File: src/rtl/dmac_table_arbiter_pkg.sv
// Shared definitions for the DMAC table arbiter: entry/address widths,
// starve counter width and the config FSM state encoding.
package dmac_table_arbiter_pkg;

    localparam int DMAC_ENTRY_W = 57;
    localparam int DMAC_ADDR_W  = 5;
    localparam int STARVE_CNT_W = 8;

    typedef enum logic [2:0] {
        CFG_IDLE      = 3'd0,
        CFG_WAIT_SLOT = 3'd1,
        CFG_RD_WAIT1  = 3'd2,
        CFG_RD_WAIT2  = 3'd3,
        CFG_ACK       = 3'd4
    } cfg_state_t;

endpackage

File: src/rtl/dmac_table_arbiter_rd_tag_pipe.sv
// dmac_rd_tag_pipe: two-stage delay of the "config read issued" flag.
// The RAM returns read data two cycles after the read strobe, so the
// delayed flag marks exactly the cycle in which iv_ram_rdata belongs to
// the config read and must be captured.
module dmac_rd_tag_pipe (
    input  logic i_clk,
    input  logic i_rst_n,
    input  logic i_issue,
    output logic o_capture
);

    logic stage1;

    // Shift the issue flag through two register stages.
    always_ff @(posedge i_clk or negedge i_rst_n) begin
        if (!i_rst_n) begin
            stage1    <= 1'b0;
            o_capture <= 1'b0;
        end else begin
            stage1    <= i_issue;
            o_capture <= stage1;
        end
    end

endmodule

File: src/rtl/dmac_table_arbiter.sv
// dmac_table_arbiter: shares one pipelined DMAC RAM port between the
// lookup engine (absolute priority, zero added latency) and a config
// requester that slips into cycles the lookup engine leaves idle.
// Optional feature macro DMAC_ARB_STARVE_EN: starve counter that raises
// o_lookup_block once a config request has waited STARVE_LIMIT cycles.
module dmac_table_arbiter
    import dmac_table_arbiter_pkg::*;
#(
    parameter logic [STARVE_CNT_W-1:0] STARVE_LIMIT = 8'd16
) (
    input  logic                    i_clk,
    input  logic                    i_rst_n,
    input  logic                    i_lu_ram_rd,
    input  logic [DMAC_ADDR_W-1:0]  iv_lu_ram_raddr,
    output logic [DMAC_ENTRY_W-1:0] ov_lu_ram_rdata,
    input  logic                    i_cfg_req,
    input  logic                    i_cfg_wr,
    input  logic [DMAC_ADDR_W-1:0]  iv_cfg_addr,
    input  logic [DMAC_ENTRY_W-1:0] iv_cfg_wdata,
    output logic                    o_cfg_ack,
    output logic [DMAC_ENTRY_W-1:0] ov_cfg_rdata,
    output logic                    o_ram_rd,
    output logic                    o_ram_wr,
    output logic [DMAC_ADDR_W-1:0]  ov_ram_addr,
    output logic [DMAC_ENTRY_W-1:0] ov_ram_wdata,
    input  logic [DMAC_ENTRY_W-1:0] iv_ram_rdata,
    output logic                    o_lookup_block
);

    cfg_state_t              state;
    logic                    cfg_wr_q;
    logic [DMAC_ADDR_W-1:0]  cfg_addr_q;
    logic [DMAC_ENTRY_W-1:0] cfg_wdata_q;
    logic                    cfg_issue;
    logic                    rd_capture;

    // The pipelined RAM keeps lookup and config read data apart in time,
    // so lookup data is simply passed through.
    assign ov_lu_ram_rdata = iv_ram_rdata;

    // A config access may only use a slot the lookup engine leaves free.
    // Reset holds the FSM in CFG_IDLE, so during reset this stays low and
    // the RAM port follows the lookup inputs alone.
    assign cfg_issue = (state == CFG_WAIT_SLOT) && !i_lu_ram_rd;

    // Combinational RAM port mux: lookup by default, config on its slot.
    always_comb begin
        // NOTE: every output gets a default first so no path can infer a latch.
        o_ram_rd     = i_lu_ram_rd;
        o_ram_wr     = 1'b0;
        ov_ram_addr  = iv_lu_ram_raddr;
        ov_ram_wdata = '0;
        if (cfg_issue) begin
            o_ram_rd     = !cfg_wr_q;
            o_ram_wr     = cfg_wr_q;
            ov_ram_addr  = cfg_addr_q;
            ov_ram_wdata = cfg_wr_q ? cfg_wdata_q : '0;
        end
    end

    dmac_rd_tag_pipe u_rd_tag_pipe (
        .i_clk     (i_clk),
        .i_rst_n   (i_rst_n),
        .i_issue   (cfg_issue && !cfg_wr_q),
        .o_capture (rd_capture)
    );

    // Config FSM with registered ack and read data.
    always_ff @(posedge i_clk or negedge i_rst_n) begin
        if (!i_rst_n) begin
            state        <= CFG_IDLE;
            cfg_wr_q     <= 1'b0;
            cfg_addr_q   <= '0;
            cfg_wdata_q  <= '0;
            o_cfg_ack    <= 1'b0;
            ov_cfg_rdata <= '0;
        end else begin
            // NOTE: non-blocking assignments keep every register sampling pre-edge values.
            o_cfg_ack <= 1'b0;
            // Capture lands on the edge that enters CFG_ACK; value then holds.
            if (rd_capture) begin
                ov_cfg_rdata <= iv_ram_rdata;
            end
            case (state)
                CFG_IDLE: begin
                    if (i_cfg_req) begin
                        cfg_wr_q    <= i_cfg_wr;
                        cfg_addr_q  <= iv_cfg_addr;
                        cfg_wdata_q <= iv_cfg_wdata;
                        state       <= CFG_WAIT_SLOT;
                    end
                end
                CFG_WAIT_SLOT: begin
                    if (!i_lu_ram_rd) begin
                        if (cfg_wr_q) begin
                            state     <= CFG_ACK;
                            o_cfg_ack <= 1'b1;
                        end else begin
                            state <= CFG_RD_WAIT1;
                        end
                    end
                end
                CFG_RD_WAIT1: state <= CFG_RD_WAIT2;
                CFG_RD_WAIT2: begin
                    state     <= CFG_ACK;
                    o_cfg_ack <= 1'b1;
                end
                CFG_ACK: state <= CFG_IDLE;
                default: state <= CFG_IDLE;
            endcase
        end
    end

`ifdef DMAC_ARB_STARVE_EN
    logic [STARVE_CNT_W-1:0] starve_cnt;
    logic [STARVE_CNT_W-1:0] starve_cnt_inc;

    assign starve_cnt_inc = (starve_cnt == '1) ? starve_cnt : starve_cnt + 1'b1;

    // Count waiting cycles; block new lookup searches once the limit is hit.
    // The block is advisory: a lookup burst already running is never gated.
    always_ff @(posedge i_clk or negedge i_rst_n) begin
        if (!i_rst_n) begin
            starve_cnt     <= '0;
            o_lookup_block <= 1'b0;
        end else if (cfg_issue) begin
            starve_cnt     <= '0;
            o_lookup_block <= 1'b0;
        end else if (state == CFG_WAIT_SLOT) begin
            starve_cnt <= starve_cnt_inc;
            if (starve_cnt_inc >= STARVE_LIMIT) begin
                o_lookup_block <= 1'b1;
            end
        end
    end
`else
    logic unused_starve_limit;
    assign unused_starve_limit = ^STARVE_LIMIT;
    assign o_lookup_block      = 1'b0;
`endif

endmodule

File: config.mk
export PLATFORM = sky130hd
export DESIGN_NAME = dmac_table_arbiter
export DESIGN_NICKNAME = d
export VERILOG_FILES = /design/src/rtl/dmac_table_arbiter_pkg.sv /design/src/rtl/dmac_table_arbiter_rd_tag_pipe.sv /design/src/rtl/dmac_table_arbiter.sv
export SDC_FILE = /design/constraint.sdc
export NUM_CORES = 1
export LEC_CHECK = 0
export CORE_MARGIN = 2
export CORE_UTILIZATION = 36
export DETAILED_ROUTE_END_ITERATION = 6
export PLACE_DENSITY = 0.83
export SYNTH_ARGS = -nofsm -noshare
export SYNTH_HDL_FRONTEND = slang
export SYNTH_SLANG_ARGS = --single-unit
File: constraint.sdc
create_clock -name i_clk -period 1.7 [get_ports i_clk]
set_input_delay 0.34 -clock i_clk [delete_from_list [all_inputs] [get_ports i_clk]]
set_output_delay 0.34 -clock i_clk [all_outputs]
set_load 0.01 [all_outputs]
==> flow_metrics.py, run 1 <==
metrics = {
    "sta": {
        "finalCriticalPeriod_ns": 2.44,
        "worst_clock_skew_ns": 0.00575,
        "finalSetupTns_ns": -41.02,
        "rsz0062_at_grt": "true",
        "slew_viol_final": 0,
        "finalWorstSetupSlack_ns": -0.739,
        "finalHoldViolations": 0,
        "fmax_mhz": 410,
        "finalSetupViolations": 127,
        "period_share": 1.43,
        "final.hold.worst_slack_ns": 0.351,
    },
    "finish": {
        "final_cell_area_um2": 10300,
        "final_cell_count_no_fill": 986,
        "seqCellArea_um2": 3150,
        "finalCoreUtilization": 0.646,
        "syn_to_final_growth_pct": 75.2,
        "final_nets": 889,
        "final_layout_size_suffix_gt1_frac": 0.425,
        "multi_input_area_um2": 2510,
        "filler_cell_count": 1194,
        "n_antenna_cell": 0,
    },
    "power": {
        "switching_power_mw": 5.96,
        "power.density_nw_per_um2": 1740,
        "clock_power_share": 0.186,
        "worst_vdd_ir_mv": 0.785,
        "static-leakage-power_nw": 5.01,
        "pwr-share-seq": 0.302,
        "netSwitchingFraction": 0.333,
        "post-layout-total-power_mw": 17.9,
        "cell_internal_pwr_mw": 12.0,
        "p_comb_frac": 0.512,
    },
    "min_path": {
        "holdCritPathClass": "flip-flop to flip-flop",
    },
    "worst_setup_path": {
        "crit_path_cell_trace": "or4b_4 -> buf_12 -> buf_16 -> mux2_2 -> buf_6",
        "critical_path.slowest_cell": "sky130_fd_sc_hd__or4b_4",
        "path_buf_inv": 3,
        "worst-setup-path-type": "flip-flop to output port",
        "critPathMaxStageDelay_ns": 0.58,
        "worstPathArrival_ns": 2.10,
        "reg2reg_setup_slack_ns": -0.07,
        "crit_required_ns": 1.36,
        "cp-end-kind": "output port",
        "timing.critical_path.fanout_max": 6,
        "path_delay_family": "simple AND/OR/NAND/NOR gates",
        "worstSetupStartpointType": "flip-flop",
    },
    "drt": {
        "detailedRoute.firstPassIterationCount": 4,
        "drc": 0,
        "detail_route.iter0.violations": 168,
        "vias": 4520,
        "ant_nets": 0,
        "average_wire_per_cell_in_the_routed_design_um": 18.5,
        "viasPerCell": 4.58,
        "wire_length_after_detailed_routing_um": 18300,
    },
    "job": {
        "cap_violations": 0,
    },
    "status": {
        "violated_checks": "negative setup slack",
        "run_status": "complete, but fails checks",
    },
    "synthesis": {
        "synthCells": 469,
        "postSynthNetCount": 598,
        "synth_top_area_cell": "sky130_fd_sc_hd__dfrtp_1",
        "yosysTopAreaCellShare": 0.537,
        "synth-seq-cells": 126,
        "syn-mean-instance-area_um2": 12.5,
        "number_of_distinct_standard_cells_referenced_by_the_synthesized_netlist": 24,
        "ys.warnings.count": 0,
        "synth.yosys.seq_area_share": 0.537,
        "synth_area_leaders": "sky130_fd_sc_hd__dfrtp_1 (54%), sky130_fd_sc_hd__mux2_2 (24%), sky130_fd_sc_hd__buf_4 (7.5%), sky130_fd_sc_hd__inv_1 (3.8%), sky130_fd_sc_hd__nor3_2 (3.4%)",
        "cell_area_after_synthesis_um2": 5870,
    },
    "clocking": {
        "clock-root-buffer": "sky130_fd_sc_hd__clkbuf_16",
        "number_of_buffers_on_the_longest_clock_path": 2,
        "clock_sinks": 126,
        "cts-htree-levels": 4,
        "cts-buffers-inserted": 17,
        "tritoncts_clock_tree": "built",
        "clk-insertion-delay-late_ns": 0.40,
        "clkTransAtPathRegs_ns": 0.05,
    },
    "die": {
        "design.core.area_um2": 15900,
        "placement_rows": 46,
        "initial_cell_density_of_the_core": 0.368,
        "ioPinCount": 309,
        "die_area_um2": 17400,
        "die_width_um": 132,
        "die-height_um": 132,
    },
    "placement": {
        "gp_congestion": 0.803,
        "port_buffers": 307,
        "dp_worst_setup_slack_ns": -1.10,
        "hpwl_um": 12500,
        "placed_cells_incl_taps": 931,
        "detailed_place.area_um2": 8990,
    },
    "global_routing": {
        "antenna_violations_before_repair": 0,
        "grt_pass1_wl_um": 28000,
        "track_usage": 0.207,
        "grt_max_degree": 71,
        "vias_in_the_first_global_route": 4944,
        "total_overflow_reported_by_the_global_router": 0,
    },
}
-- worst reg2reg max path, cell delays in order, from the launching register on --
cell                        delay [ns]
sky130_fd_sc_hd__dfrtp_1          0.38
sky130_fd_sc_hd__buf_6            0.12
sky130_fd_sc_hd__buf_6            0.11
sky130_fd_sc_hd__nor4b_4          0.29
sky130_fd_sc_hd__buf_6            0.19
sky130_fd_sc_hd__buf_12           0.13
sky130_fd_sc_hd__clkbuf_16        0.15
sky130_fd_sc_hd__mux2_4           0.30
-- registers in the layout, indices dropped and copies added, names as in the netlist --
signal and flops:
cfg_wdata_q 57, ov_cfg_rdata 57, cfg_addr_q 5, state 3
cfg_wr_q 1, o_cfg_ack 1, u_rd_tag_pipe.o_capture 1, u_rd_tag_pipe.stage1 1
-- path summary, 6_finish.rpt --
| path | endpoint | cells after the start | startpoint |
|---|---|---|---|
| max reg2reg | cfg_wdata_q[6]$_DFFE_PN0P_ | 7 | state[0]$_DFFE_PN0P_ |
| min | u_rd_tag_pipe.o_capture$_DFF_PN0_ | 0 | u_rd_tag_pipe.stage1$_DFF_PN0_ |
| min reg2reg | u_rd_tag_pipe.o_capture$_DFF_PN0_ | 0 | u_rd_tag_pipe.stage1$_DFF_PN0_ |
| max in group asynchronous | cfg_wdata_q[9]$_DFFE_PN0P_ | 3 | i_rst_n |
| max | ov_ram_addr[0] | 5 | state[2]$_DFFE_PN0P_ |
| min in group asynchronous | ov_cfg_rdata[54]$_DFFE_PN0P_ | 3 | i_rst_n |
-- cell usage after synthesis --
library cell	n
sky130_fd_sc_hd__nor3_2	20
sky130_fd_sc_hd__o211a_1	2
sky130_fd_sc_hd__or2b_1	1
sky130_fd_sc_hd__inv_1	60
sky130_fd_sc_hd__nor4b_1	1
sky130_fd_sc_hd__nand3b_1	1
sky130_fd_sc_hd__nand2b_1	1
sky130_fd_sc_hd__nor4_1	1
sky130_fd_sc_hd__nor2_1	1
sky130_fd_sc_hd__clkbuf_1	7
sky130_fd_sc_hd__mux2_2	125
sky130_fd_sc_hd__o21bai_1	1
sky130_fd_sc_hd__buf_1	2
sky130_fd_sc_hd__or4b_2	1
sky130_fd_sc_hd__nor3_1	37
sky130_fd_sc_hd__buf_6	4
sky130_fd_sc_hd__or4b_1	1
sky130_fd_sc_hd__conb_1	1
sky130_fd_sc_hd__buf_4	59
sky130_fd_sc_hd__dfrtp_1	126
sky130_fd_sc_hd__a21oi_1	2
sky130_fd_sc_hd__buf_2	13
sky130_fd_sc_hd__nor2b_1	1
sky130_fd_sc_hd__o31ai_1	1
-- area by class of cell --
class,instances,share of cell area
inverters,60,0.0219
well taps,216,0.0263
clock buffers,22,0.0461
clock inverters,7,0.00632
repair buffers,357,0.349
flip-flops and latches,126,0.307
multi-input cells,198,0.244
-- power by group through the flow --
stage / Clock (mW) / Combinational [mW] / Sequential [mW]
after global placement: 0 / 6.95 / 5.30
after detailed placement: 0 / 7.20 / 5.42
final: 3.34 / 9.17 / 5.41
after floorplan: 0 / 3.49 / 5.55
after CTS: 3.40 / 8.63 / 5.41
after global routing: 3.58 / 9.70 / 5.61
-- metal layers --
| metal | part of all wire | track usage |
|---|---|---|
| met3 | 0.061 | 0.0644 |
| met5 | 0 | 0 |
| met1 | 0.38 | 0.235 |
| met4 | 0.014 | 0.0610 |
| met2 | 0.54 | 0.374 |
-- layout by cell type, fill, tap and decap left out, types with 2 or more instances in the layout --
master                            netlist  routed
sky130_fd_sc_hd__buf_4                 59      15
sky130_fd_sc_hd__dfrtp_1              126     125
sky130_fd_sc_hd__buf_12                 0      16
sky130_fd_sc_hd__inv_1                 60      59
sky130_fd_sc_hd__nor3_4                 0      27
sky130_fd_sc_hd__mux2_4                 0      63
sky130_fd_sc_hd__nor3_1                37       3
sky130_fd_sc_hd__clkbuf_16              0      18
sky130_fd_sc_hd__clkbuf_8               0       3
sky130_fd_sc_hd__a21oi_1                2       2
sky130_fd_sc_hd__o211a_1                2       2
sky130_fd_sc_hd__buf_6                  4      14
sky130_fd_sc_hd__clkinv_2               0       4
sky130_fd_sc_hd__clkinvlp_4             0       2
sky130_fd_sc_hd__nor3_2                20      27
sky130_fd_sc_hd__buf_16                 0       6
sky130_fd_sc_hd__buf_8                  0       5
sky130_fd_sc_hd__dlygate4sd2_1          0      39
sky130_fd_sc_hd__clkbuf_1               7       2
sky130_fd_sc_hd__dlymetal6s2s_1         0      25
sky130_fd_sc_hd__mux2_2               125      62
sky130_fd_sc_hd__clkdlybuf4s50_1        0     178
sky130_fd_sc_hd__buf_2                 13      57
-- timing repair --
action / CTS / global route
hold buffers: 1 / 0
setup endpoints to repair: 136 / 152
gates resized for setup: 397 / 82
buffers inserted: 10 / 9
endpoints found under the hold margin: 121 / 0
gates cloned: 11 / 1
pin swaps: 7 / 7
-- cell families after synthesis --
family / share of synthesized area
AOI/OAI and AO/OA: 0.00767
buffers and inverters: 0.138
DFF: 0.537
muxes: 0.240
other: 0.000639
and+or+nand+nor: 0.0769
Power figures use the tool's default switching activity.
==> run 2: changes to the inputs <==
- CTS_CLUSTER_DIAMETER: unset -> 200
==> results of run 2 <==
Final layout, timing and power as in run 1 (identical DEF).
==> run 3: changes to the inputs <==
- CORE_UTILIZATION: 36 -> 37
- CTS_BUF_LIST: unset -> sky130_fd_sc_hd__clkbuf_4
- PLACE_DENSITY: 0.83 -> 0.85
==> flow_metrics.py, run 3 (same netlist as run 1, synthesis figures left out) <==
metrics = {
    "status": {
        "run_status": "complete, but fails checks",
        "violated_checks": "negative setup slack",
    },
    "die": {
        "die_width_um": 130,
        "ioPinCount": 309,
        "die_area_um2": 16900,
        "die-height_um": 130,
        "placement_rows": 46,
        "initial_cell_density_of_the_core": 0.374,
        "design.core.area_um2": 15700,
    },
    "sta": {
        "period_share": 1.50,
        "fmax_mhz": 393,
        "finalHoldViolations": 0,
        "slew_viol_final": 0,
        "finalSetupViolations": 112,
        "finalWorstSetupSlack_ns": -0.845,
        "worst_clock_skew_ns": 0.0206,
        "rsz0062_at_grt": "true",
        "finalCriticalPeriod_ns": 2.55,
    },
    "drt": {
        "detail_route.iter0.violations": 160,
        "vias": 4547,
        "wire_length_after_detailed_routing_um": 16800,
        "viasPerCell": 4.59,
        "ant_nets": 0,
        "drc": 0,
        "average_wire_per_cell_in_the_routed_design_um": 16.9,
        "detailedRoute.firstPassIterationCount": 4,
    },
    "power": {
        "pwr-share-seq": 0.337,
        "worst_vdd_ir_mv": 0.938,
        "clock_power_share": 0.159,
        "netSwitchingFraction": 0.346,
        "power.density_nw_per_um2": 1610,
        "p_comb_frac": 0.504,
        "static-leakage-power_nw": 4.88,
        "cell_internal_pwr_mw": 10.3,
        "switching_power_mw": 5.47,
    },
    "min_path": {
        "holdCritPathClass": "input pin to asynchronous set/reset pin",
    },
    "worst_setup_path": {
        "timing.critical_path.fanout_max": 4,
        "cp-end-kind": "output port",
        "r2r.worst_path.cells": 6,
        "worst-setup-path-type": "flip-flop to output port",
        "timing.critical_path.from": "state[1]$_DFFE_PN0P_",
        "crit_end": "ov_ram_addr[1]",
        "r2r_end": "cfg_wdata_q[49]$_DFFE_PN0P_",
        "worstPathArrival_ns": 2.21,
        "worstSetupStartpointType": "flip-flop",
        "rr_startpoint": "state[0]$_DFFE_PN0P_",
        "reg2reg_setup_slack_ns": -0.08,
        "crit_required_ns": 1.36,
    },
    "global_routing": {
        "grt_pass1_wl_um": 23800,
        "track_usage": 0.186,
        "antenna_violations_before_repair": 0,
        "grt_max_degree": 35,
        "total_overflow_reported_by_the_global_router": 0,
        "vias_in_the_first_global_route": 4490,
    },
    "clocking": {
        "number_of_buffers_on_the_longest_clock_path": 2,
        "clock_sinks": 126,
        "cts-htree-levels": 4,
        "clock-root-buffer": "sky130_fd_sc_hd__clkbuf_4",
        "clk-insertion-delay-late_ns": 0.55,
        "cts-buffers-inserted": 17,
        "clkTransAtPathRegs_ns": 0.12,
        "tritoncts_clock_tree": "built",
    },
    "finish": {
        "layout.cells.most_common_list": "sky130_fd_sc_hd__clkdlybuf4s50_1 (130), sky130_fd_sc_hd__dfrtp_1 (125), sky130_fd_sc_hd__dlygate4sd2_1 (93), sky130_fd_sc_hd__mux2_2 (63), sky130_fd_sc_hd__mux2_4 (62)",
        "filler_cell_count": 1258,
        "syn_to_final_growth_pct": 67.6,
        "final_layout_size_suffix_gt1_frac": 0.427,
        "n_antenna_cell": 0,
        "final_common_cell": "sky130_fd_sc_hd__clkdlybuf4s50_1",
        "final_cell_area_um2": 9840,
        "finalCoreUtilization": 0.626,
        "final_nets": 891,
        "largest_registers": "cfg_wdata_q x57, ov_cfg_rdata x57, cfg_addr_q x5",
    },
    "placement": {
        "hpwl_um": 11800,
        "port_buffers": 307,
        "gp_congestion": 0.758,
        "detailed_place.area_um2": 9060,
    },
    "job": {
        "cap_violations": 0,
    },
}
-- run 3: worst min path at each step --
stage / from / endpoint / slack (ns) / cells after the start
floorplan: i_rst_n / cfg_addr_q[0]$_DFFE_PN0P_ / 0.04 / 0
global placement: i_rst_n / ov_cfg_rdata[42]$_DFFE_PN0P_ / 0.33 / 1
detailed placement: i_rst_n / ov_cfg_rdata[56]$_DFFE_PN0P_ / 0.33 / 1
CTS: i_rst_n / ov_cfg_rdata[51]$_DFFE_PN0P_ / 0.26 / 2
global route: i_rst_n / ov_cfg_rdata[45]$_DFFE_PN0P_ / 0.26 / 2
finish: i_rst_n / ov_cfg_rdata[48]$_DFFE_PN0P_ / 0.29 / 2
-- run 3: stage by stage --
| step | TNS [ns] | setup WS [ns] | power (mW) | hold WS [ns] | cells |
|---|---|---|---|---|---|
| final | -45.97 | -0.845 | 15.8 | 0.287 | 991 |
| after CTS | -49.77 | -0.920 | 14.9 | 0.256 | 985 |
| after floorplan | -9.59 | -0.184 | 9.04 | 0.0444 | 469 |
| after detailed placement | -75.79 | -0.936 | 12.5 | 0.331 | 944 |
| after global placement | -77.84 | -0.937 | 12.2 | 0.333 | 944 |
| after global routing | -56.55 | -0.940 | 16.7 | 0.264 | 991 |
-- run 3: routing by layer --
layer  up-vias  track usage  wire, um
li1       2093            -         -
met1      2230        0.206      6440
met2       196        0.323      8600
met3        28       0.0660      1320
met4         0       0.0810       405
met5         -            0         0
-- run 3: final cells by class --
class	instances	area (um^2)	area share
Timing Repair Buffer	359	3420	0.348
Sequential cell	126	3150	0.321
Multi-Input combinational cell	198	2420	0.246
Tap cell	216	270	0.0275
Inverter	60	225	0.0229
Clock inverter	15	219	0.0223
Clock buffer	17	128	0.0130
-- run 3: worst max-delay path, cell delays in order, from the launching register on --
cell	delay [ns]
sky130_fd_sc_hd__dfrtp_1	0.39
sky130_fd_sc_hd__or4b_4	0.57
sky130_fd_sc_hd__buf_12	0.17
sky130_fd_sc_hd__buf_6	0.12
sky130_fd_sc_hd__mux2_4	0.29
sky130_fd_sc_hd__buf_6	0.12
-- run 3: repair_timing --
item | 4_1_cts | 5_1_grt
endpoints found under the setup margin | 220 | 134
setup buffers | 4 | 4
pin swaps | 2 | 2
hold endpoints to repair | 28 | 0
resized for setup | 393 | 110
gates cloned | 4 | 3
hold buffers | 1 | 0
-- run 3: power groups by stage --
stage | registers, mW | clock network [mW] | logic [mW]
detailed placement | 5.39 | 0 | 7.07
floorplan | 5.55 | 0 | 3.49
finish | 5.33 | 2.52 | 7.97
global placement | 5.31 | 0 | 6.92
CTS | 5.30 | 2.58 | 6.97
global route | 5.54 | 2.70 | 8.51
